--- config.mk ---
export PLATFORM = sky130hd
export DESIGN_NAME = axilite_read_slave
export DESIGN_NICKNAME = d
export VERILOG_FILES = /design/src/rtl/axilite_pkg.sv /design/src/rtl/axilite_addr_decode.sv /design/src/rtl/axilite_read_slave.sv
export SDC_FILE = /design/constraint.sdc
export NUM_CORES = 1
export LEC_CHECK = 0
export ABC_AREA = 1
export CAP_MARGIN = 40
export CORE_MARGIN = 4
export CORE_UTILIZATION = 37
export CTS_CLUSTER_DIAMETER = 150
export DETAILED_ROUTE_END_ITERATION = 16
export PLACE_DENSITY_LB_ADDON = 0.3
export SETUP_SLACK_MARGIN = 0.4
export SLEW_MARGIN = 20
export SYNTH_ARGS = -nofsm -noshare
export SYNTH_HDL_FRONTEND = slang
export SYNTH_SLANG_ARGS = --single-unit
--- constraint.sdc ---
create_clock -name clk -period 1.58 [get_ports clk]
set_input_delay 0.158 -clock clk [delete_from_list [all_inputs] [get_ports clk]]
set_output_delay 0.158 -clock clk [all_outputs]
set_load 0.005 [all_outputs]
--- src/rtl/axilite_pkg.sv ---
// ============================================================================
// Module      : axilite_pkg
// Description : Shared AXI4-Lite response codes, FSM states and width helpers.
// Revision    : 1.0 - initial release
// ============================================================================
`default_nettype none

package axilite_pkg;

    localparam logic [1:0] RESP_OKAY   = 2'd0;
    localparam logic [1:0] RESP_EXOKAY = 2'd1;
    localparam logic [1:0] RESP_SLVERR = 2'd2;
    localparam logic [1:0] RESP_DECERR = 2'd3;

    typedef enum logic [1:0] {
        IDLE  = 2'd0,
        FETCH = 2'd1,
        RESP  = 2'd2
    } state_t;

    function automatic int clog2(input int value);
        int r;
        r = 0;
        for (int i = 0; i < 31; i++) begin
            if ((1 << r) < value) begin
                r = r + 1;
            end
        end
        return r;
    endfunction

    // Index ports need at least one bit even for a single-word bank
    function automatic int idx_width(input int n);
        return (n > 1) ? clog2(n) : 1;
    endfunction

endpackage

`default_nettype wire

--- src/rtl/axilite_addr_decode.sv ---
// ============================================================================
// Module      : axilite_addr_decode
// Description : Combinational AXI4-Lite byte address to {word index, response}.
// Revision    : 1.0 - initial release
// ============================================================================
`default_nettype none

module axilite_addr_decode
    import axilite_pkg::*;
#(
    parameter int                   DATA_WIDTH = 32,
    parameter int                   ADDR_SIZE  = 32,
    parameter int                   NUM_REGS   = 4,
    parameter logic [ADDR_SIZE-1:0] BASE_ADDR  = '0,
    localparam int                  IDX_W      = idx_width(NUM_REGS)
) (
    input  logic [ADDR_SIZE-1:0] addr,
    output logic [IDX_W-1:0]     index,
    output logic [1:0]           resp
);

    localparam int                   ADDR_LSB   = clog2(DATA_WIDTH / 8);
    localparam logic [ADDR_SIZE-1:0] NUM_REGS_A = ADDR_SIZE'(NUM_REGS);

    logic [ADDR_SIZE-1:0] w_off;
    logic [ADDR_SIZE-1:0] w_word_off;

    // Misalignment wins over range errors; the offset wraps at ADDR_SIZE
    always_comb begin
        w_off      = addr - BASE_ADDR;
        w_word_off = w_off >> ADDR_LSB;
        index      = '0;
        resp       = RESP_OKAY;
        if (w_off[ADDR_LSB-1:0] != '0) begin
            resp = RESP_SLVERR;
        end else if ((addr < BASE_ADDR) || (w_word_off >= NUM_REGS_A)) begin
            resp = RESP_DECERR;
        end else begin
            index = w_word_off[IDX_W-1:0];
        end
    end

endmodule

`default_nettype wire

--- src/rtl/axilite_read_slave.sv ---
// ============================================================================
// Module      : axilite_read_slave
// Description : AXI4-Lite read slave over a flat register bank, one read in
//               flight. Optional AXIL_RD_PIPE_EN adds a FETCH cycle.
// Revision    : 1.0 - initial release
// ============================================================================
`default_nettype none

module axilite_read_slave
    import axilite_pkg::*;
#(
    parameter int                   DATA_WIDTH = 32,
    parameter int                   ADDR_SIZE  = 32,
    parameter int                   NUM_REGS   = 4,
    parameter logic [ADDR_SIZE-1:0] BASE_ADDR  = '0,
    localparam int                  IDX_W      = idx_width(NUM_REGS)
) (
    input  logic                           clk,
    input  logic                           rst,
    input  logic [NUM_REGS*DATA_WIDTH-1:0] reg_bank,
    input  logic [ADDR_SIZE-1:0]           araddr,
    input  logic                           arvalid,
    output logic                           arready,
    output logic [DATA_WIDTH-1:0]          rdata,
    output logic [1:0]                     rresp,
    output logic                           rvalid,
    input  logic                           rready,
    output logic [IDX_W-1:0]               rd_index,
    output logic                           rd_strobe
);

    state_t                r_state;
    state_t                w_state_n;
    logic                  r_arready;
    logic                  w_arready_n;
    logic                  r_rvalid;
    logic                  w_rvalid_n;
    logic [DATA_WIDTH-1:0] r_rdata;
    logic [DATA_WIDTH-1:0] w_rdata_n;
    logic [1:0]            r_rresp;
    logic [1:0]            w_rresp_n;
    logic                  r_strobe;
    logic                  w_strobe_n;
    logic [IDX_W-1:0]      r_index;
    logic [IDX_W-1:0]      w_index_n;

    logic [IDX_W-1:0]      w_dec_idx;
    logic [1:0]            w_dec_resp;
    logic [IDX_W-1:0]      w_sel_idx;
    logic [DATA_WIDTH-1:0] w_sel_word;
    logic                  w_accept;

    logic [DATA_WIDTH-1:0] w_words [NUM_REGS];

    for (genvar i = 0; i < NUM_REGS; i++) begin : g_words
        assign w_words[i] = reg_bank[i*DATA_WIDTH +: DATA_WIDTH];
    end

    axilite_addr_decode #(
        .DATA_WIDTH (DATA_WIDTH),
        .ADDR_SIZE  (ADDR_SIZE),
        .NUM_REGS   (NUM_REGS),
        .BASE_ADDR  (BASE_ADDR)
    ) u_decode (
        .addr  (araddr),
        .index (w_dec_idx),
        .resp  (w_dec_resp)
    );

    assign w_accept = (r_state == IDLE) && r_arready && arvalid;

`ifdef AXIL_RD_PIPE_EN
    // Decode result is parked here so the wide word mux sits in its own cycle
    logic [IDX_W-1:0] r_fetch_idx;
    logic [IDX_W-1:0] w_fetch_idx_n;
    logic [1:0]       r_fetch_resp;
    logic [1:0]       w_fetch_resp_n;

    assign w_sel_idx = r_fetch_idx;
`else
    assign w_sel_idx = w_dec_idx;
`endif

    assign w_sel_word = w_words[w_sel_idx];

    always_comb begin
        w_state_n   = r_state;
        w_arready_n = r_arready;
        w_rvalid_n  = r_rvalid;
        w_rdata_n   = r_rdata;
        w_rresp_n   = r_rresp;
        w_strobe_n  = 1'b0;
        w_index_n   = r_index;
`ifdef AXIL_RD_PIPE_EN
        w_fetch_idx_n  = r_fetch_idx;
        w_fetch_resp_n = r_fetch_resp;
`endif
        case (r_state)
            IDLE: begin
                w_arready_n = 1'b1;
                if (w_accept) begin
                    w_arready_n = 1'b0;
                    if (w_dec_resp == RESP_OKAY) begin
                        w_strobe_n = 1'b1;
                        w_index_n  = w_dec_idx;
                    end
`ifdef AXIL_RD_PIPE_EN
                    w_state_n      = FETCH;
                    w_fetch_idx_n  = w_dec_idx;
                    w_fetch_resp_n = w_dec_resp;
`else
                    w_state_n  = RESP;
                    w_rvalid_n = 1'b1;
                    w_rresp_n  = w_dec_resp;
                    w_rdata_n  = (w_dec_resp == RESP_OKAY) ? w_sel_word : '0;
`endif
                end
            end
            FETCH: begin
`ifdef AXIL_RD_PIPE_EN
                w_state_n  = RESP;
                w_rvalid_n = 1'b1;
                w_rresp_n  = r_fetch_resp;
                w_rdata_n  = (r_fetch_resp == RESP_OKAY) ? w_sel_word : '0;
`else
                w_state_n  = IDLE;
`endif
            end
            RESP: begin
                if (rready) begin
                    w_state_n   = IDLE;
                    w_rvalid_n  = 1'b0;
                    w_arready_n = 1'b1;
                end
            end
            default: begin
                w_state_n   = IDLE;
                w_rvalid_n  = 1'b0;
                w_arready_n = 1'b0;
            end
        endcase
    end

    always_ff @(posedge clk or posedge rst) begin
        if (rst) begin
            r_state   <= IDLE;
            r_arready <= 1'b0;
            r_rvalid  <= 1'b0;
            r_rdata   <= '0;
            r_rresp   <= RESP_OKAY;
            r_strobe  <= 1'b0;
            r_index   <= '0;
        end else begin
            r_state   <= w_state_n;
            r_arready <= w_arready_n;
            r_rvalid  <= w_rvalid_n;
            r_rdata   <= w_rdata_n;
            r_rresp   <= w_rresp_n;
            r_strobe  <= w_strobe_n;
            r_index   <= w_index_n;
        end
    end

`ifdef AXIL_RD_PIPE_EN
    always_ff @(posedge clk or posedge rst) begin
        if (rst) begin
            r_fetch_idx  <= '0;
            r_fetch_resp <= RESP_OKAY;
        end else begin
            r_fetch_idx  <= w_fetch_idx_n;
            r_fetch_resp <= w_fetch_resp_n;
        end
    end
`endif

    assign arready   = r_arready;
    assign rvalid    = r_rvalid;
    assign rdata     = r_rdata;
    assign rresp     = r_rresp;
    assign rd_strobe = r_strobe;
    assign rd_index  = r_index;

endmodule

`default_nettype wire

==> flow_summary.toml <==
[timing]
rsz0062_at_grt = "yes"
skew_ns = 0.00840
holdWs_ns = 0.212
finalCritPeriodShare_pct = 86.0
fmaxAchievable_mhz = 736
finalHoldViolCount = 0
slew_violations = 0
min_period_ns = 1.36
relSlewSlack_pct = 82.1
tightest_slew_ns = 0.269
setup_violations = 0
layout_setup_ws_ns = 0.221

[status]
status = "finished clean"

[cells_and_area]
final_common_cell = "clkdlybuf4s50_1"
layout_common_cells = "132 x clkdlybuf4s50_1, 131 x nand2_1, 64 x nand4_1"
syn_to_final_growth_pct = 101
drive_gt1_share_pct = 31.8
fin_nets = 847
finalNonFillerCells = 785

[global_route]
grt_usage_pct = 24.8
grt_pass1_wl_um = 19900
antenna_found_initial = 0
grt_max_degree = 55
grt_overflow = 0
grt_pass1_vias = 4193

[worst_setup_path]
endpoint_kind = "flop"
rr_worst_depth = 6
r2r-start = "rvalid"
path_class = "primary input to flop"
cp.required_ns = 1.76
critPathMaxFanout = 7
arrival_ns = 1.54
cp_common_cell = "nand2_1"
path_cells = "buf_2 > nor2_4 > nand2_1 > nor2_1 > nand2_1 > nor2_4 > buf_6 > nand3_4 > buf_16 > nand2_4 > nand3_2 > nand3_2 > nand2_1"
r2r_slack_ns = 0.31
crit_buf_inv = 3
cp-start-kind = "primary input"
r2r-end = "rdata[9]"
cpPeakStageDelay_ns = 0.22
crit_family = "simple AND/OR/NAND/NOR gates"
cp_slowest_cell = "buf_16"

[clocking]
clock-root-buffer = "clkbuf_8"
htree_levels = 2
cts.sinks = 39
clk_latency_ns = 0.29
clk_path_buf_depth = 2
cts_hold_buf = 0
cts_buffers = 5
clk_pin_slew_ns = 0.07
tritoncts = "done"

[synth]
yosys.cell_types.count = 19
synth-seq-area-share_pct = 31.8
synthCells = 482
synth.avg_cell_area_um2 = 6.36
synth_area_mm2 = 0.00306
synth_nets = 646
synth-seq-cells = 39
ys_warn_count = 0

[power]
p_per_area_mw_per_mm2 = 435
ir_drop_mv = 0.291
power_leakage_nw = 3.07
total_power_mw = 2.68

[route]
route.detailed.drc = 0
viasPerCell = 5.35
routed_wl_um = 13500
ant_nets = 0
via_count = 4201
initialDrtViolationCount = 150
wl_per_cell_um = 17.1
first_pass_iters = 5

[floorplan]
die-area_mm2 = 0.00980
core_mm2 = 0.00789
rows = 32
die_w_um = 99.0
start_util_pct = 38.8
die_h_um = 99.0
ios = 203

[place]
place_hpwl_um = 8830
place_congestion = 0.840
place_inst = 765
numPortBuffers = 202
dp_slack_ns = -0.392

[min_path]
hold_class = "primary input to asynchronous set/reset pin"

[job]
drv_cap = 0
-- flip-flops by register name, summed over array words and instances, names as in the netlist --
signal / cells
rd_index: 2
rvalid: 1
rdata: 32
rresp: 2
rd_strobe: 1
arready: 1
-- where the power goes --
group,internal [mW],switching (mW)
Clock,0.295,0.335
Combinational,0.553,0.435
Sequential,1.03,0.0261
-- metal layers --
layer  vias up  global-route usage (%)  part of all wire (%)
li1       1977                       -                     -
met1      1988                    28.9                    38
met2       203                    45.5                    53
met3        33                    3.89                   7.4
met4         0                    8.61                   2.4
met5         -                       0                     0
-- logic make-up (layout without fill, tap and decap cells) --
family / count (synthesis) / after routing / synth area share, %
simple gates: 360 / 360 / 55.8
flops: 39 / 39 / 31.8
buf+inv: 79 / 279 / 11.4
other cells: 0 / 1 / 0
compound gates: 2 / 2 / 0.327
mux: 2 / 2 / 0.653
-- how the worst max path moves through the flow --
stage               cells past startpoint       start         to  slack, ns
floorplan                              12  araddr[21]  rdata[19]       0.31
finish                                 13  araddr[31]  rdata[27]       0.22
CTS                                    13  araddr[10]  rdata[23]       0.25
detailed placement                     12  araddr[22]  rdata[23]      -0.39
global placement                       12  araddr[21]  rdata[17]      -0.36
global route                           13  araddr[31]  rdata[27]       0.12
-- timing repair --
item	in CTS	in global routing
resized for setup	266	33
cloned	3	4
pin swaps	83	41
buffers inserted	6	0
setup endpoints to repair	76	37
-- area by class of cell --
class | instances | area, µm²
inverter | 39 | 159
multi-input combinational | 364 | 2350
fill | 567 | 1740
antenna | 1 | 2.50
sequential | 39 | 976
tap | 102 | 128
clock buffer | 6 | 72.6
timing repair buffer | 234 | 2460
-- synth_stat cells (all sizes together) --
cell type | instances | share of area (%)
nor2 | 22 | 3.3
dfrtp | 39 | 32
nand4 | 64 | 13
nand2 | 172 | 21
mux2i | 2 | 0.65
o21ai | 2 | 0.33
or2 | 33 | 6.7
clkbuf | 19 | 2.3
and2 | 1 | 0.20
buf | 21 | 4.3
nand3 | 68 | 11
inv | 39 | 4.8
-- per-stage QoR --
stage | util, % | setup TNS, ns | instance area, µm²
global route | 77.9 | 0 | 6150
detailed placement | 67.6 | -12.95 | 5330
floorplan | - | 0 | 3110
global placement | 67.6 | -11.75 | 5330
CTS | 74.9 | 0 | 5910
finish | 78.0 | 0 | 6150
-- worst register-to-register path: stages (launching register included) --
cell and delay [ns]:
dfrtp_1 0.37, inv_1 0.11, nand3_4 0.15, nor2_4 0.21, buf_12 0.20, nand3_2 0.10
nand2_1 0.08
Note: power is estimated with default switching activity, not from simulation.
